## config.mk

```make
export PLATFORM = sky130hd
export DESIGN_NAME = da_bit_scheduler_flat
export DESIGN_NICKNAME = d
export VERILOG_FILES = /design/src/rtl/da_bit_scheduler_pkg.sv /design/src/rtl/da_bit_scheduler_if.sv /design/src/rtl/da_bit_scheduler_bitplane_mux.sv /design/src/rtl/da_bit_scheduler.sv /design/src/flat_wrapper.sv
export SDC_FILE = /design/constraint.sdc
export NUM_CORES = 1
export LEC_CHECK = 0
export BUFFER_PORTS_ARGS = -buffer_cell sky130_fd_sc_hd__buf_2
export CORE_ASPECT_RATIO = 0.7
export CORE_MARGIN = 3
export CORE_UTILIZATION = 35
export CTS_CLUSTER_DIAMETER = 60
export DETAILED_ROUTE_END_ITERATION = 6
export GPL_TIMING_DRIVEN = 0
export SETUP_SLACK_MARGIN = 0.4
export SYNTH_ARGS = -nofsm -noshare
export SYNTH_HDL_FRONTEND = slang
export SYNTH_SLANG_ARGS = --single-unit
```

## constraint.sdc

```tcl
create_clock -name clk -period 3 [get_ports clk]
set_input_delay 0.15 -clock clk [delete_from_list [all_inputs] [get_ports clk]]
set_output_delay 0.15 -clock clk [all_outputs]
set_load 0.05 [all_outputs]
```

## src/rtl/da_bit_scheduler_pkg.sv

```systemverilog
// Shared types and helpers for the DA bit-plane scheduler.
package da_pkg;

    typedef enum logic [1:0] {
        IDLE,
        RUN,
        DRAIN,
        HOLD
    } sched_state_e;

    localparam int unsigned T_W    = 8;
    localparam int unsigned MAX_DW = 1 << T_W;

    // Bit t of one element, zero-extended to the widest supported element.
    function automatic logic plane_bit(input logic [MAX_DW-1:0] elem,
                                       input logic [T_W-1:0]    t);
        return elem[t];
    endfunction

endpackage

```

## src/rtl/da_bit_scheduler_if.sv

```systemverilog
// Valid/ready stream bundle used for the A-vector input and the result output.
interface da_stream_if #(
    parameter int unsigned W = 8
) ();
    logic         valid;
    logic         ready;
    logic [W-1:0] data;

    modport master (output valid, output data, input  ready);
    modport slave  (input  valid, input  data, output ready);
endinterface

```

## src/rtl/da_bit_scheduler_bitplane_mux.sv

```systemverilog
// Combinational bit-plane select: bit t of every element -> {addr_array, A0}.
module da_bitplane_mux
    import da_pkg::*;
#(
    parameter int unsigned DATA_WIDTH_A = 16,
    parameter int unsigned K            = 9
) (
    input  logic [K*DATA_WIDTH_A-1:0] vec,
    input  logic [T_W-1:0]            t,
    output logic                      a0,
    output logic [K-2:0]              addr
);

    logic [MAX_DW-1:0] elem;

    always_comb begin
        a0   = 1'b0;
        addr = '0;
        elem = '0;
        elem[DATA_WIDTH_A-1:0] = vec[DATA_WIDTH_A-1:0];
        a0 = plane_bit(elem, t);
        for (int unsigned i = 1; i < K; i++) begin
            elem = '0;
            elem[DATA_WIDTH_A-1:0] = vec[i*DATA_WIDTH_A +: DATA_WIDTH_A];
            addr[i-1] = plane_bit(elem, t);
        end
    end

endmodule

```

## src/rtl/da_bit_scheduler.sv

```systemverilog
// DA LUT / shift-accumulate sequencer: accept A vector, stream bit-planes LSB->MSB, capture SA result.
// Optional DA_SCHED_PERF_EN adds perf_jobs / perf_stall counters.
module da_bit_scheduler
    import da_pkg::*;
#(
    parameter int unsigned DATA_WIDTH_A = 16,
    parameter int unsigned LUT_WIDTH    = 20,
    parameter int unsigned K            = 9,
    parameter int unsigned SA_LAT       = 1
) (
    input  logic                 clk,
    input  logic                 rst,
    da_stream_if.slave           a_if,
    da_stream_if.master          res_if,
    output logic                 gen_done,
    output logic                 A0,
    output logic [K-2:0]         addr_array,
    output logic [T_W-1:0]       t,
    output logic                 sa_first,
    output logic                 sa_last,
    input  logic [LUT_WIDTH-1:0] sa_c_out
`ifdef DA_SCHED_PERF_EN
    ,
    output logic [31:0]          perf_jobs,
    output logic [31:0]          perf_stall
`endif
);

    if (DATA_WIDTH_A < 1 || DATA_WIDTH_A > MAX_DW || K < 2 || SA_LAT < 1) begin : g_param_check
        $error("da_bit_scheduler: unsupported parameters");
    end

    localparam int unsigned         DCW    = $clog2(SA_LAT + 1);
    localparam logic [T_W-1:0]      T_LAST = T_W'(DATA_WIDTH_A - 1);

    sched_state_e                state_q, state_d;
    logic [K*DATA_WIDTH_A-1:0]   shadow_q, shadow_d;
    logic [DCW-1:0]              drain_q, drain_d;
    logic                        a_ready_q, a_ready_d;
    logic                        gen_done_q, gen_done_d;
    logic                        a0_q, a0_d;
    logic [K-2:0]                addr_q, addr_d;
    logic [T_W-1:0]              t_q, t_d;
    logic                        sa_first_q, sa_first_d;
    logic                        sa_last_q, sa_last_d;
    logic                        res_valid_q, res_valid_d;
    logic [LUT_WIDTH-1:0]        res_data_q, res_data_d;
`ifdef DA_SCHED_PERF_EN
    logic [31:0]                 perf_jobs_q, perf_jobs_d;
    logic [31:0]                 perf_stall_q, perf_stall_d;
`endif

    logic [K*DATA_WIDTH_A-1:0]   mux_vec;
    logic [T_W-1:0]              mux_t;
    logic                        plane_a0;
    logic [K-2:0]                plane_addr;

    // Outputs are registered, so the mux looks one plane ahead: at the
    // handshake it reads plane 0 straight from the bus, afterwards plane t+1 from the shadow.
    always_comb begin
        mux_vec = shadow_q;
        mux_t   = t_q + T_W'(1);
        if (state_q == IDLE) begin
            mux_vec = a_if.data;
            mux_t   = '0;
        end
    end

    da_bitplane_mux #(
        .DATA_WIDTH_A (DATA_WIDTH_A),
        .K            (K)
    ) u_mux (
        .vec  (mux_vec),
        .t    (mux_t),
        .a0   (plane_a0),
        .addr (plane_addr)
    );

    always_comb begin
        state_d     = state_q;
        shadow_d    = shadow_q;
        drain_d     = drain_q;
        a_ready_d   = 1'b0;
        gen_done_d  = 1'b0;
        a0_d        = 1'b0;
        addr_d      = '0;
        t_d         = '0;
        sa_first_d  = 1'b0;
        sa_last_d   = 1'b0;
        res_valid_d = res_valid_q;
        res_data_d  = res_data_q;

        unique case (state_q)
            IDLE: begin
                a_ready_d = 1'b1;
                if (a_if.valid && a_ready_q) begin
                    state_d    = RUN;
                    shadow_d   = a_if.data;
                    a_ready_d  = 1'b0;
                    gen_done_d = 1'b1;
                    a0_d       = plane_a0;
                    addr_d     = plane_addr;
                    sa_first_d = 1'b1;
                    sa_last_d  = (T_LAST == '0);
                end
            end
            RUN: begin
                if (t_q == T_LAST) begin
                    state_d = DRAIN;
                    drain_d = DCW'(SA_LAT);
                end else begin
                    gen_done_d = 1'b1;
                    t_d        = t_q + T_W'(1);
                    a0_d       = plane_a0;
                    addr_d     = plane_addr;
                    sa_last_d  = (t_q + T_W'(1) == T_LAST);
                end
            end
            DRAIN: begin
                if (drain_q == DCW'(1)) begin
                    state_d     = HOLD;
                    res_valid_d = 1'b1;
                    res_data_d  = sa_c_out;
                end else begin
                    drain_d = drain_q - DCW'(1);
                end
            end
            HOLD: begin
                if (res_if.ready) begin
                    state_d     = IDLE;
                    res_valid_d = 1'b0;
                    a_ready_d   = 1'b1;
                end
            end
            default: state_d = IDLE;
        endcase
    end

`ifdef DA_SCHED_PERF_EN
    always_comb begin
        perf_jobs_d  = perf_jobs_q;
        perf_stall_d = perf_stall_q;
        if (state_q == HOLD) begin
            if (res_if.ready) perf_jobs_d  = perf_jobs_q + 32'd1;
            else              perf_stall_d = perf_stall_q + 32'd1;
        end
    end
`endif

    always_ff @(posedge clk or negedge rst) begin
        if (!rst) begin
            state_q      <= IDLE;
            shadow_q     <= '0;
            drain_q      <= '0;
            a_ready_q    <= 1'b1;
            gen_done_q   <= 1'b0;
            a0_q         <= 1'b0;
            addr_q       <= '0;
            t_q          <= '0;
            sa_first_q   <= 1'b0;
            sa_last_q    <= 1'b0;
            res_valid_q  <= 1'b0;
            res_data_q   <= '0;
`ifdef DA_SCHED_PERF_EN
            perf_jobs_q  <= '0;
            perf_stall_q <= '0;
`endif
        end else begin
            state_q      <= state_d;
            shadow_q     <= shadow_d;
            drain_q      <= drain_d;
            a_ready_q    <= a_ready_d;
            gen_done_q   <= gen_done_d;
            a0_q         <= a0_d;
            addr_q       <= addr_d;
            t_q          <= t_d;
            sa_first_q   <= sa_first_d;
            sa_last_q    <= sa_last_d;
            res_valid_q  <= res_valid_d;
            res_data_q   <= res_data_d;
`ifdef DA_SCHED_PERF_EN
            perf_jobs_q  <= perf_jobs_d;
            perf_stall_q <= perf_stall_d;
`endif
        end
    end

    assign a_if.ready   = a_ready_q;
    assign res_if.valid = res_valid_q;
    assign res_if.data  = res_data_q;
    assign gen_done     = gen_done_q;
    assign A0           = a0_q;
    assign addr_array   = addr_q;
    assign t            = t_q;
    assign sa_first     = sa_first_q;
    assign sa_last      = sa_last_q;
`ifdef DA_SCHED_PERF_EN
    assign perf_jobs    = perf_jobs_q;
    assign perf_stall   = perf_stall_q;
`endif

endmodule

```

## src/flat_wrapper.sv

```systemverilog
// flat-port wrapper written by rule: the top's interface ports become plain ports
module da_bit_scheduler_flat import da_pkg::*;
#(
    parameter int unsigned DATA_WIDTH_A = 16,
    parameter int unsigned LUT_WIDTH    = 20,
    parameter int unsigned K            = 9,
    parameter int unsigned SA_LAT       = 1
)
  (clk, rst, gen_done, A0, addr_array, t, sa_first, sa_last, sa_c_out, a_if_valid, a_if_data, a_if_ready, res_if_valid, res_if_data, res_if_ready);
  da_stream_if #(.W(K*(16))) a_if_i ();
  da_stream_if #(.W((20))) res_if_i ();
  input  logic clk;
  input  logic rst;
  output logic gen_done;
  output logic A0;
  output logic [K-2:0] addr_array;
  output logic [T_W-1:0] t;
  output logic sa_first;
  output logic sa_last;
  input  logic [LUT_WIDTH-1:0] sa_c_out;
  input wire logic [$bits(a_if_i.valid)-1:0] a_if_valid;
  input wire logic [$bits(a_if_i.data)-1:0] a_if_data;
  output wire logic [$bits(a_if_i.ready)-1:0] a_if_ready;
  output wire logic [$bits(res_if_i.valid)-1:0] res_if_valid;
  output wire logic [$bits(res_if_i.data)-1:0] res_if_data;
  input wire logic [$bits(res_if_i.ready)-1:0] res_if_ready;
  assign a_if_i.valid = a_if_valid;
  assign a_if_i.data = a_if_data;
  assign a_if_ready = a_if_i.ready;
  assign res_if_valid = res_if_i.valid;
  assign res_if_data = res_if_i.data;
  assign res_if_i.ready = res_if_ready;
  da_bit_scheduler #(.DATA_WIDTH_A(DATA_WIDTH_A), .LUT_WIDTH(LUT_WIDTH), .K(K), .SA_LAT(SA_LAT)) u_core (.clk(clk), .rst(rst), .a_if(a_if_i), .res_if(res_if_i), .gen_done(gen_done), .A0(A0), .addr_array(addr_array), .t(t), .sa_first(sa_first), .sa_last(sa_last), .sa_c_out(sa_c_out));
endmodule
```

## After elaboration in Yosys (flattened, before gate mapping)

Cells that the tools add are included.

| word-level totals | value |
|---|---|
| bits in registers | 189 |
| latch bits | 0 |
| memory bits (writable) | 0 |
| bits in read-only memories | 0 |
| input port bits | 168 |
| output and inout bits | 42 |
| word-level logic and storage cells | 81 |
| memories kept | 0 |

| cells by class | value |
|---|---|
| add/sub/neg operators | 2 |
| multiply operators | 0 |
| divide/modulo/power cells | 0 |
| $lt $le $gt $ge | 1 |
| eq/ne operators | 9 |
| shifts and indexed selects | 0 |
| mux-type cells | 48 |
| bitwise operators | 0 |
| reductions and logical operators | 9 |

Operators by type and width:

| kind | count |
|---|---|
| $mux 144 | 1 |
| $bmux 1 s8 | 9 |
| $mux 8 | 5 |
| $mux 1 | 22 |
| $eq 8x4->1 const B | 2 |
| $pmux 8 s2 | 1 |
| $pmux 1 s2 | 5 |
| $lt 8x9->1 const B | 1 |
| $add 8x1->8 const B | 1 |
| $mux 2 | 4 |
| $pmux 2 s4 | 1 |
| $reduce_and 2->1 | 3 |
| $eq 2x2->1 const B | 2 |
| $ne 2x1->1 const B | 2 |
| $ne 2x2->1 const B | 2 |
| $reduce_and 4->1 | 1 |
| $reduce_bool 2->1 | 2 |
| $reduce_and 3->1 | 1 |
| $eq 2x1->1 const B | 1 |
| $logic_not 2->1 | 1 |
| $logic_and 1x1->1 | 1 |
| $sub 1x1->1 const B | 1 |

## Depth between registers and ports, before layout

Gate-level depths: netlist of the first run.

| logic depth | value |
|---|---|
| word-level depth | 6 |
| mapped depth | 11 |
| gate-level depth less buffers | 7 |

## By module

A second synthesis of the first run with hierarchy kept.

| unflattened totals | value |
|---|---|
| cells, all modules | 713 |
| area, all modules | 10015.9 sq um |

By module, submodules not included:

| module | instances | cells each | area each (sq um) |
|---|---|---|---|
| da_bit_scheduler | 1 | 605 | 8824.7 |
| da_bitplane_mux | 1 | 108 | 1191.1 |

## Worst setup path after synthesis of the first run

No wires, ideal clock.

| timing path | value |
|---|---|
| path type | register to register |
| start | register u_core.t_q[0] (netlist: u_core.t[0]) |
| end | register u_core.addr_q[3] (netlist: u_core.addr_array[3]) |
| setup time | 0.078 ns |
| data arrival time | 2.596 ns |
| required time | 2.922 ns |
| setup slack | 0.327 ns |
| cell stages (with the launch flop) | 12 |
| period minus slack after synthesis | 2.673 ns |
| cells stage by stage | dfrtp_1 -> buf_6 -> buf_4 -> inv_1 -> ha_1 -> buf_2 -> buf_2 -> buf_1 -> o211ai_1 -> o211ai_1 -> o211ai_1 -> a21oi_1 |

| on the way | value |
|---|---|
| cells in the longest elaborated chain, start to end | 6 |
| elaborated cells on any way between the ends | 8 |
| those cells by class | add/sub (1); eq/ne (1); mux (6) |

Ends and longest elaborated chain:

| item | line | RTL |
|---|---|---|
| start, declared | da_bit_scheduler.sv:43 | `logic [T_W-1:0] t_q, t_d;` |
| start signal, assigned | da_bit_scheduler.sv:176 | `t_q <= t_d;` |
| $add 8x1->8 | da_bit_scheduler.sv:62 | `mux_t = t_q + T_W'(1);` |
| $mux 8 | da_bit_scheduler.sv:63 | `if (state_q == IDLE) begin` |
| $bmux 1 s8 | da_bit_scheduler_pkg.sv:17 | `return elem[t];` |
| $mux 1 (implied by the code) | da_bit_scheduler_pkg.sv:17 |  |
| $mux 8, on equally long branches | da_bit_scheduler.sv:108, da_bit_scheduler.sv:96 |  |
| $pmux 8 s2 (*) | da_bit_scheduler.sv:93 | `unique case (state_q)` |
| via u_core.addr_d[3] | da_bit_scheduler.sv:42 | `logic [K-2:0] addr_q, addr_d;` |
| end signal, assigned | da_bit_scheduler.sv:175 | `addr_q <= addr_d;` |
| end, declared | da_bit_scheduler.sv:42 |  |

Mark *: on every way through the listed nets, which the timed path passes. The rest lies on a longest branch. The select of a mux whose other input is x is not followed.
A chain may end at the register's enable or synchronous reset.

## Worst setup path after layout of the first run

| timing path | value |
|---|---|
| start | register u_core.state_q[0] |
| end | register u_core.addr_q[6] (netlist: u_core.addr_array[6]) |

| on the way | value |
|---|---|
| cells in the longest elaborated chain, start to end | 6 |
| elaborated cells on any way between the ends | 9 |
| those cells by class | eq/ne (1); mux (7); reduce/logical (1) |

Ends and longest elaborated chain:

| item | line | RTL |
|---|---|---|
| start, declared | da_bit_scheduler.sv:36 | `sched_state_e state_q, state_d;` |
| start signal, assigned | da_bit_scheduler.sv:169 | `state_q <= state_d;` |
| $logic_not 2->1 | da_bit_scheduler.sv:63, da_bit_scheduler.sv:93 |  |
| $mux 144 / $mux 8 (equally long branches) | da_bit_scheduler.sv:63 |  |
| $bmux 1 s8 | da_bit_scheduler_pkg.sv:17 |  |
| $mux 1 (implied by the code) | da_bit_scheduler_pkg.sv:17 |  |
| $mux 8, on equally long branches | da_bit_scheduler.sv:108, da_bit_scheduler.sv:96 |  |
| $pmux 8 s2 (*) | da_bit_scheduler.sv:93 |  |
| via u_core.addr_d[6] | da_bit_scheduler.sv:42 |  |

Marks and branches as above.

==> results of run 1 <==
## state kept, by name, summed over array words and instances, names as in the netlist
signal	count
u_core.A0	1
u_core.a_if.ready	1
u_core.addr_array	8
u_core.drain_q	1
u_core.gen_done	1
u_core.res_if.data	20
u_core.res_if.valid	1
u_core.sa_first	1
u_core.sa_last	1
u_core.shadow_q	144
u_core.state_q	2
u_core.t	8
## final timing paths
| check | from | endpoint | slack [ns] |
|---|---|---|---|
| max in group asynchronous | rst | u_core.t[0] | 1.75 |
| setup / recovery | u_core.state_q[0] | u_core.addr_array[6] | 0.51 |
| hold / removal | a_if_data[0] | u_core.shadow_q[0] | 0.03 |
| hold reg to reg | u_core.shadow_q[48] | u_core.shadow_q[48] | 0.49 |
| setup reg to reg | u_core.state_q[0] | u_core.addr_array[6] | 0.51 |
| min in group asynchronous | rst | u_core.shadow_q[127] | 0.28 |
## worst max-delay path, cell delays in order (launching register included)
cell and delay, ns:
dfrtp_1 0.40, inv_1 0.08, ha_1 0.21, buf_2 0.22
nand2b_1 0.33, clkbuf_4 0.31, o22ai_1 0.25, o22ai_1 0.13
o211ai_1 0.29, a21oi_1 0.11
## timing repair
action	4_1_cts	5_1_grt
setup endpoints to repair	73	63
setup buffers	0	3
pin swaps	1	1
hold buffers	160	0
gates resized for setup	21	14
hold endpoints to repair	247	0
## cell type report
| cell class | instances | area [um2] | area share |
|---|---|---|---|
| multi-input combinational | 380 | 3600 | 0.291 |
| clock inverter | 13 | 138 | 0.0112 |
| timing repair buffer | 373 | 2710 | 0.219 |
| clock buffer | 19 | 433 | 0.0351 |
| sequential | 189 | 4730 | 0.383 |
| inverter | 13 | 52.6 | 0.00426 |
| antenna | 2 | 5.00 | 0.000406 |
| tap | 318 | 398 | 0.0322 |
| buffer | 42 | 279 | 0.0226 |
## Yosys cell counts (2+ instances only)
cell | count | area, um2
nand2b_1 | 8 | 50.1
nor4b_1 | 2 | 17.5
buf_2 | 15 | 75.1
and3_1 | 5 | 31.3
o211ai_1 | 22 | 165
a211oi_1 | 10 | 75.1
buf_6 | 2 | 22.5
dfrtp_1 | 188 | 4700
a211o_1 | 6 | 52.6
o21ai_0 | 19 | 95.1
nand3_1 | 2 | 10.0
nor2_1 | 9 | 33.8
ha_1 | 6 | 75.1
clkbuf_1 | 19 | 71.3
a21oi_1 | 9 | 45.0
mux2_2 | 164 | 1850
buf_1 | 4 | 15.0
o22ai_1 | 28 | 175
nor2b_1 | 10 | 62.6
or2_2 | 3 | 18.8
o21ai_1 | 3 | 15.0
mux4_2 | 17 | 383
mux2i_1 | 8 | 80.1
nand2_1 | 22 | 82.6
xnor2_1 | 3 | 26.3
a221o_1 | 2 | 20.0
inv_1 | 13 | 48.8
xnor2_2 | 2 | 32.5
nor3_1 | 3 | 15.0
## through the flow
stage | TNS [ns] | instances | util
floorplan | 0 | 624 | -
global placement | -283.99 | 1151 | 0.420
detailed placement | -3.14 | 1152 | 0.421
CTS | 0 | 1344 | 0.515
global route | 0 | 1348 | 0.518
finish | 0 | 1349 | 0.518
## routing by layer
layer,global-route usage,part of all wire,up-vias
met5,0,0.00026,-
met4,0.0457,0.011,2
met3,0.0463,0.059,25
met2,0.322,0.45,205
met1,0.302,0.48,3397
li1,-,-,3099
## power by group
part	internal (mW)	total, mW	switching (mW)	leakage, nW
registers	3.72	4.31	0.597	2.33
clock network	1.23	2.29	1.06	0.274
logic	2.66	5.66	3.01	3.08
## logic make-up (layout without fill, tap and decap cells)
family                     Yosys count  in the layout  synth area share
muxes                              190            190             0.271
DFF                                189            189             0.553
AOI/OAI and AO/OA                  110            110            0.0879
and+or+nand+nor                     69             69            0.0420
buffers and inverters               55            460            0.0298
adders and majority gates            6              6           0.00878
xor gates and xnor gates             5              5           0.00688
other                                0              2                 0
## layout by cell type (no fill, tap or decap), types with 3 or more instances in the layout
cell           count
and3_1             5
buf_2            221
inv_1             12
o22ai_1           28
nand2_1           22
clkinv_2           4
clkbuf_16         17
nor3_1             3
o211ai_1          22
or2_2              3
mux4_2            17
clkinvlp_4         4
a211o_1            6
mux2i_1            7
buf_6              4
nor2_1             9
a21oi_1            9
mux2_2           164
inv_6              4
buf_4              3
ha_1               5
nor2b_1           10
clkbuf_2           4
a211oi_1          10
nand2b_1           8
dlygate4sd3_1    160
o21ai_0           19
clkbuf_1          16
buf_8              4
dfrtp_1          187
xnor2_1            3
o21ai_1            3
==> results_dict.tcl, run 1 <==
set metrics [dict create \
    post-route-period-util 0.829 \
    cts_buffer_depth 2 \
    drt_iter0_drc 389 \
    ioPinCount 210 \
    cts_made_buffers 17 \
    hold_ws_ns 0.0286 \
    power.total_mw 12.3 \
    path_clk_slew_ns 0.07 \
    core_area_mm2 0.0238 \
    hold_class "input pin to register" \
    grt_usage 0.209 \
    synth_ff_type "dfrtp_1" \
    die_y_um 137 \
    cp-start-kind "register" \
    rsz0062_at_grt "false" \
    area_growth_syn_to_layout_pct 44.3 \
    drive_above_1_share 0.456 \
    fin_ws_ns 0.514 \
    powerDensity_mw_per_mm2 994 \
    viasPerCell 4.99 \
    insertion_delay_ns 0.44 \
    grt-ovfl-total 0 \
    ir_drop_uv 650 \
    nNetsFinal 1190 \
    dieWidth_um 193 \
    crit_arrival_ns 2.78 \
    grt_pass1_wl_um 41100 \
    io_buffer_count 209 \
    p_leak_nw 5.68 \
    max_freq_mhz 402 \
    final-setup-viol-count 0 \
    design_area_mm2 0.0123 \
    critPathKind "register to register" \
    critical_path.max_fanout 10 \
    dp_hpwl_um 18100 \
    antenna_found_initial 2 \
    drtAntennaViolNets 0 \
    end_kind "register" \
    drt_first_pass_iters 4 \
    grt_max_degree 101 \
    gp_congestion 0.760 \
    place_ws_ns -0.366 \
    fp-row-count 47 \
    num-fill-cells 2063 \
    hold_viol 0 \
    relSlewSlack 0.521 \
    vias 6728 \
    syn-cell-area_mm2 0.00855 \
    synth_edf_count 0 \
    required_ns 3.29 \
    fin_skew_ns 0.0139 \
    synthCells 624 \
    grt_pass1_vias 7111 \
    ys_types 49 \
    r2r_cells 9 \
    htree_levels 4 \
    cts_root_buf "clkbuf_16" \
    async_flop_share 1.00 \
    start_util 0.359 \
    yosys_warnings 0 \
    drt-total-wl_um 26700 \
    dpl-instance-area_mm2 0.0100 \
    fp.dieArea_mm2 0.0264 \
    cts_sinks 189 \
    ys_seq_area_frac 0.553 \
    ys_seq_elements 189 \
    drc 0 \
    slew_viol_final 0 \
    routedWlPerCell_um 19.8 \
    cap_violations 0 \
    tightest_slew_ns 0.719 \
    avgSynthCellArea_um2 13.7 \
    syn-num-nets 798 \
    min_period_ns 2.49 \
    hold_depth 3 \
    cts_tree "done" \
    run_status "finished clean" \
]
Note: power is estimated with default switching activity, not from simulation.
==> inputs of run 2 (changes only) <==
Clock period 3 ns to 2.5 ns, I/O delays scaled along.
==> run 2 against run 1 <==
Sequential share of layout area down 1.4 points. Worst hold slack worse by 0.0089 ns. Register-to-register slack worse by 0.13 ns.
==> results_dict.tcl, run 2 (synthesis results as in run 1) <==
set metrics [dict create \
    run_status "finished clean" \
    finalSetupTns_ns 0 \
    design_area_mm2 0.0128 \
    viasPerCell 4.91 \
    fin_skew_ns 0.00863 \
    hold_viol 0 \
    critical_path.max_fanout 7 \
    cts_sinks 189 \
    min_period_ns 2.12 \
    largest_reg_flops 144 \
    powerDensity_mw_per_mm2 1240 \
    hold_class "input pin to register" \
    grt_usage 0.213 \
    placed_cells 1152 \
    routedWlPerCell_um 20.3 \
    critPathKind "register to register" \
    slew_viol_final 0 \
    nNetsFinal 1206 \
    final-setup-viol-count 0 \
    final_common_cell "buf_2" \
    antenna_found_initial 1 \
    drtAntennaViolNets 0 \
    relSlewSlack 0.518 \
    drt-total-wl_um 27700 \
    core_area_mm2 0.0238 \
    final_core_util 0.538 \
    dpl-instance-area_mm2 0.0101 \
    cts_made_buffers 17 \
    required_ns 2.87 \
    regMostFlops "u_core.shadow_q" \
    grt_pass1_vias 7109 \
    grt-ovfl-total 0 \
    drt_first_pass_iters 4 \
    insertion_delay_ns 0.44 \
    io_buffer_count 209 \
    power.total_mw 15.8 \
    rsz0062_at_grt "true" \
    final_cell_mix "buf_2, dfrtp_1, mux2_2" \
    cts_root_buf "clkbuf_16" \
    post-route-period-util 0.846 \
    grtUsageMet3 0.0548 \
    path_clk_slew_ns 0.07 \
    num-fill-cells 2033 \
    drt_iter0_drc 340 \
    fin_cells 1364 \
    met1_usage 0.303 \
    max_freq_mhz 473 \
    ioPinCount 210 \
    drive_above_1_share 0.490 \
    dieWidth_um 193 \
    fp-row-count 47 \
    vias 6701 \
    gp_congestion 0.770 \
    cap_violations 0 \
    grt.met2_usage 0.325 \
    htree_levels 4 \
    tightest_slew_ns 0.723 \
    drc 0 \
    cp-start-kind "register" \
    cts_buffer_depth 2 \
    die_y_um 137 \
    busiest_layer "met2" \
    area_growth_syn_to_layout_pct 49.7 \
    fp.dieArea_mm2 0.0264 \
    crit_arrival_ns 2.49 \
    dp_hpwl_um 18100 \
    ir_drop_uv 592 \
    p_leak_nw 5.90 \
    grt_pass1_wl_um 41300 \
    cts_tree "done" \
    end_kind "register" \
    grt_max_degree 99 \
    start_util 0.359 \
]
## run 2: timing repair
| action | 4_1_cts | 5_1_grt |
|---|---|---|
| setup buffers | 12 | 5 |
| endpoints found under the setup margin | 159 | 121 |
| gates resized for setup | 48 | 36 |
| pin swaps | 10 | 9 |
| endpoints found under the hold margin | 250 | 0 |
| cloned | 1 | 1 |
| hold buffers | 160 | 0 |
## run 2: final timing paths
path / from / endpoint / slack, ns / cells past startpoint
worst max-delay path: u_core.t[0] / u_core.addr_array[6] / 0.38 / 10
worst min-delay path: a_if_valid / u_core.a_if.ready / 0.02 / 4
worst max register to register: u_core.t[0] / u_core.addr_array[6] / 0.38 / 10
worst min register to register: u_core.shadow_q[64] / u_core.shadow_q[64] / 0.49 / 2
max in group asynchronous: rst / u_core.t[4] / 1.28 / 3
min in group asynchronous: rst / u_core.shadow_q[37] / 0.27 / 2
## run 2: final cells by class
type / instances / area, um2 / share of cell area
well taps: 318 / 398 / 0.0311
multi-input cells: 380 / 3720 / 0.291
repair buffers: 389 / 2890 / 0.226
diodes: 1 / 2.50 / 0.000195
flip-flops and latches: 189 / 4740 / 0.370
plain buffers: 42 / 370 / 0.0289
clock inverters: 11 / 155 / 0.0121
inverters: 13 / 56.3 / 0.00440
clock buffers: 21 / 470 / 0.0367
## run 2: per-stage QoR
step,hold slack [ns],setup slack (ns)
after global placement,0.357,-2.34
after CTS,0.000571,0.367
after floorplan,-0.171,0.359
final,0.0197,0.384
after detailed placement,0.196,-0.350
after global routing,0.0300,0.298
## run 2: layer usage
layer / up-vias / routed length (um)
li1: 3132 / -
met1: 3351 / 13500
met2: 192 / 12300
met3: 26 / 1510
met4: 0 / 382
met5: - / 0
## run 2: where the power goes
part | switching [mW] | internal, mW | total, mW
logic | 3.95 | 3.77 | 7.72
registers | 0.717 | 4.46 | 5.18
clock network | 1.24 | 1.67 | 2.91
## run 2: critical path, stage by stage (launching register included)
cell and delay [ns]:
dfrtp_2 0.44, buf_12 0.15, buf_12 0.13, inv_8 0.05, ha_4 0.21, buf_12 0.15
buf_12 0.14, mux4_2 0.23, o22ai_2 0.07, a211o_1 0.32, a21oi_2 0.15
==> inputs of run 3 (changes only) <==
Settings changed: ABC_AREA from default to 1.
Clock period 2.5 ns to 2.06 ns, I/O delays scaled along.
==> run 3 against run 2 <==
Worst hold slack better by 0.069 ns. Synthesized area is 8.4% higher. Cell count is 49% higher. Register-to-register slack worse by 0.26 ns. Largest power group unchanged. Highest routed layer is now met5.
==> results_dict.tcl, run 3 <==
set metrics [dict create \
    run_status "finished clean" \
    cts_sinks 189 \
    final_cell_mix "nand2_1, buf_2, dfrtp_1" \
    dpl-instance-area_mm2 0.0109 \
    gp_congestion 0.855 \
    async_flop_share 1.00 \
    cts_buffer_depth 2 \
    cp_cell_sequence "buf_4, ha_4, nand3_2, nand2_1, a21oi_1, nand2_2, o21ai_4, nand2_1, nor2_2" \
    routedWlPerCell_um 17.9 \
    path_clk_slew_ns 0.07 \
    grt_max_degree 100 \
    crit_arrival_ns 2.29 \
    switching_share 0.425 \
    synth_common_cells "nand2_1, dfrtp_1, nor2_1" \
    grt_usage 0.243 \
    power.share.clock 0.176 \
    area_growth_syn_to_layout_pct 61.5 \
    fin_skew_ns 0.0110 \
    sequentialPowerShare 0.299 \
    relSlewSlack 0.522 \
    start_util 0.358 \
    largest_reg_flops 144 \
    cp-start-kind "register" \
    cap_violations 0 \
    drc 0 \
    fp.dieArea_mm2 0.0285 \
    synthTopCellsByArea "dfrtp_1, nand2_1, o21ai_0, nor2_1, inv_1" \
    p_sw_mw 8.57 \
    powerDensity_mw_per_mm2 1350 \
    fin_ws_ns 0.125 \
    drive_above_1_share 0.292 \
    cts_root_buf "clkbuf_16" \
    avgSynthCellArea_um2 7.69 \
    ys_types 35 \
    drt_first_pass_iters 6 \
    yosysTopAreaCell "dfrtp_1" \
    drt_iter0_drc 781 \
    ys_seq_elements 189 \
    antenna_found_initial 2 \
    combPwrFrac 0.526 \
    critPathKind "register to register" \
    vias 9818 \
    num-fill-cells 2353 \
    syn-cell-area_mm2 0.00927 \
    grt-ovfl-total 0 \
    ioPinCount 210 \
    cts_made_buffers 17 \
    ir_drop_uv 970 \
    critical_path.max_fanout 6 \
    synthCells 1205 \
    power.internal_mw 11.6 \
    nNetsFinal 1837 \
    place_ws_ns -0.144 \
    p_leak_nw 7.52 \
    final-setup-viol-count 0 \
    final_common_cell "nand2_1" \
    synthDominantCellAreaShare 0.508 \
    cp_slowest_cell "dfrtp_2" \
    synth_ff_type "dfrtp_1" \
    hold_class "input pin to register" \
    core_area_mm2 0.0259 \
    rsz0062_at_grt "true" \
    fp-row-count 49 \
    insertion_delay_ns 0.45 \
    synth.most_common_cell "nand2_1" \
    die_y_um 142 \
    dieWidth_um 200 \
    drt-total-wl_um 36500 \
    htree_levels 4 \
    ys_seq_area_frac 0.510 \
    max_freq_mhz 517 \
    cp_common_cell "nand2_1" \
    end_kind "register" \
    synth_edf_count 0 \
    cts_tree "done" \
    tightest_slew_ns 0.718 \
    min_period_ns 1.93 \
    drtAntennaViolNets 0 \
    post-route-period-util 0.939 \
    hold_viol 0 \
    yosys_warnings 0 \
    worst-r2r-setup-slack_ns 0.13 \
    required_ns 2.41 \
    viasPerCell 4.83 \
    dp_hpwl_um 23400 \
    design_area_mm2 0.0150 \
    regMostFlops "u_core.shadow_q" \
    slew_viol_final 0 \
    syn-num-nets 1379 \
    io_buffer_count 209 \
    cpPeakStageDelay_ns 0.46 \
    grt_pass1_vias 9858 \
    grt_pass1_wl_um 53900 \
]
## run 3: repair_timing
item / CTS / global route
cloned: 3 / 22
hold buffers: 166 / 0
setup buffers: 28 / 10
endpoints found under the hold margin: 255 / 0
resized for setup: 139 / 178
pin swaps: 36 / 16
endpoints found under the setup margin: 178 / 157
## run 3: critical path: cells and delay by family, from the launching register on
kind / cells / cell delay, ns
fa+ha+maj: 1 / 0.17
compound gates: 2 / 0.49
flops: 1 / 0.46
buf+inv: 1 / 0.16
simple gates: 5 / 0.54
## run 3: layer usage
metal	GRT usage	up-vias	routed length, um
met4	0.0632	2	475
li1	-	4665	-
met3	0.0551	39	2770
met1	0.343	4706	16800
met2	0.381	406	16400
met5	0	-	7
## run 3: power groups by stage
stage	clock network [mW]	registers (mW)	logic [mW]
5_1_grt	3.72	6.18	11.5
4_1_cts	3.57	5.98	9.68
3_3_place_gp	0	6.02	7.96
6_report	3.54	6.02	10.6
2_1_floorplan	0	6.89	4.73
3_5_place_dp	0	6.04	8.10
## run 3: logic make-up after synthesis
logic type / share of synthesized area
xor gates and xnor gates: 0.00176
DFF: 0.510
muxes: 0.0243
buffers and inverters: 0.0851
and+or+nand+nor: 0.294
AOI/OAI and AO/OA: 0.0764
adders and majority gates: 0.00810
## run 3: cell type report
| cell class | count | area, um2 | share of cell area |
|---|---|---|---|
| Sequential cell | 189 | 4730 | 0.316 |
| Multi-Input combinational cell | 834 | 4090 | 0.273 |
| Timing Repair Buffer | 439 | 3760 | 0.251 |
| Buffer | 60 | 823 | 0.0550 |
| Inverter | 122 | 492 | 0.0329 |
| Clock buffer | 19 | 453 | 0.0303 |
| Tap cell | 357 | 447 | 0.0298 |
| Clock inverter | 13 | 165 | 0.0110 |
| Antenna cell | 1 | 2.50 | 0.000167 |
## run 3: worst paths after layout
kind | start | endpoint | depth (start not counted)
min in group asynchronous | rst | u_core.shadow_q[37] | 2
max in group asynchronous | rst | u_core.t[0] | 3
hold / removal | a_if_valid | u_core.a_if.ready | 4
setup / recovery | u_core.t[0] | u_core.addr_array[6] | 9
hold reg to reg | u_core.shadow_q[30] | u_core.shadow_q[30] | 2
setup reg to reg | u_core.t[0] | u_core.addr_array[6] | 9
## run 3: per-stage QoR
stage          std cells  hold slack (ns)  total power, mW  utilization  TNS (ns)
5_1_grt             2034            0.122             21.4        0.578         0
3_5_place_dp        1772            0.182             14.1        0.420     -3.42
6_report            2034           0.0890             20.2        0.578         0
4_1_cts             2001           0.0501             19.2        0.537         0
2_1_floorplan       1205           -0.193             11.6            -         0
3_3_place_gp        1771            0.308             14.0        0.419   -459.70
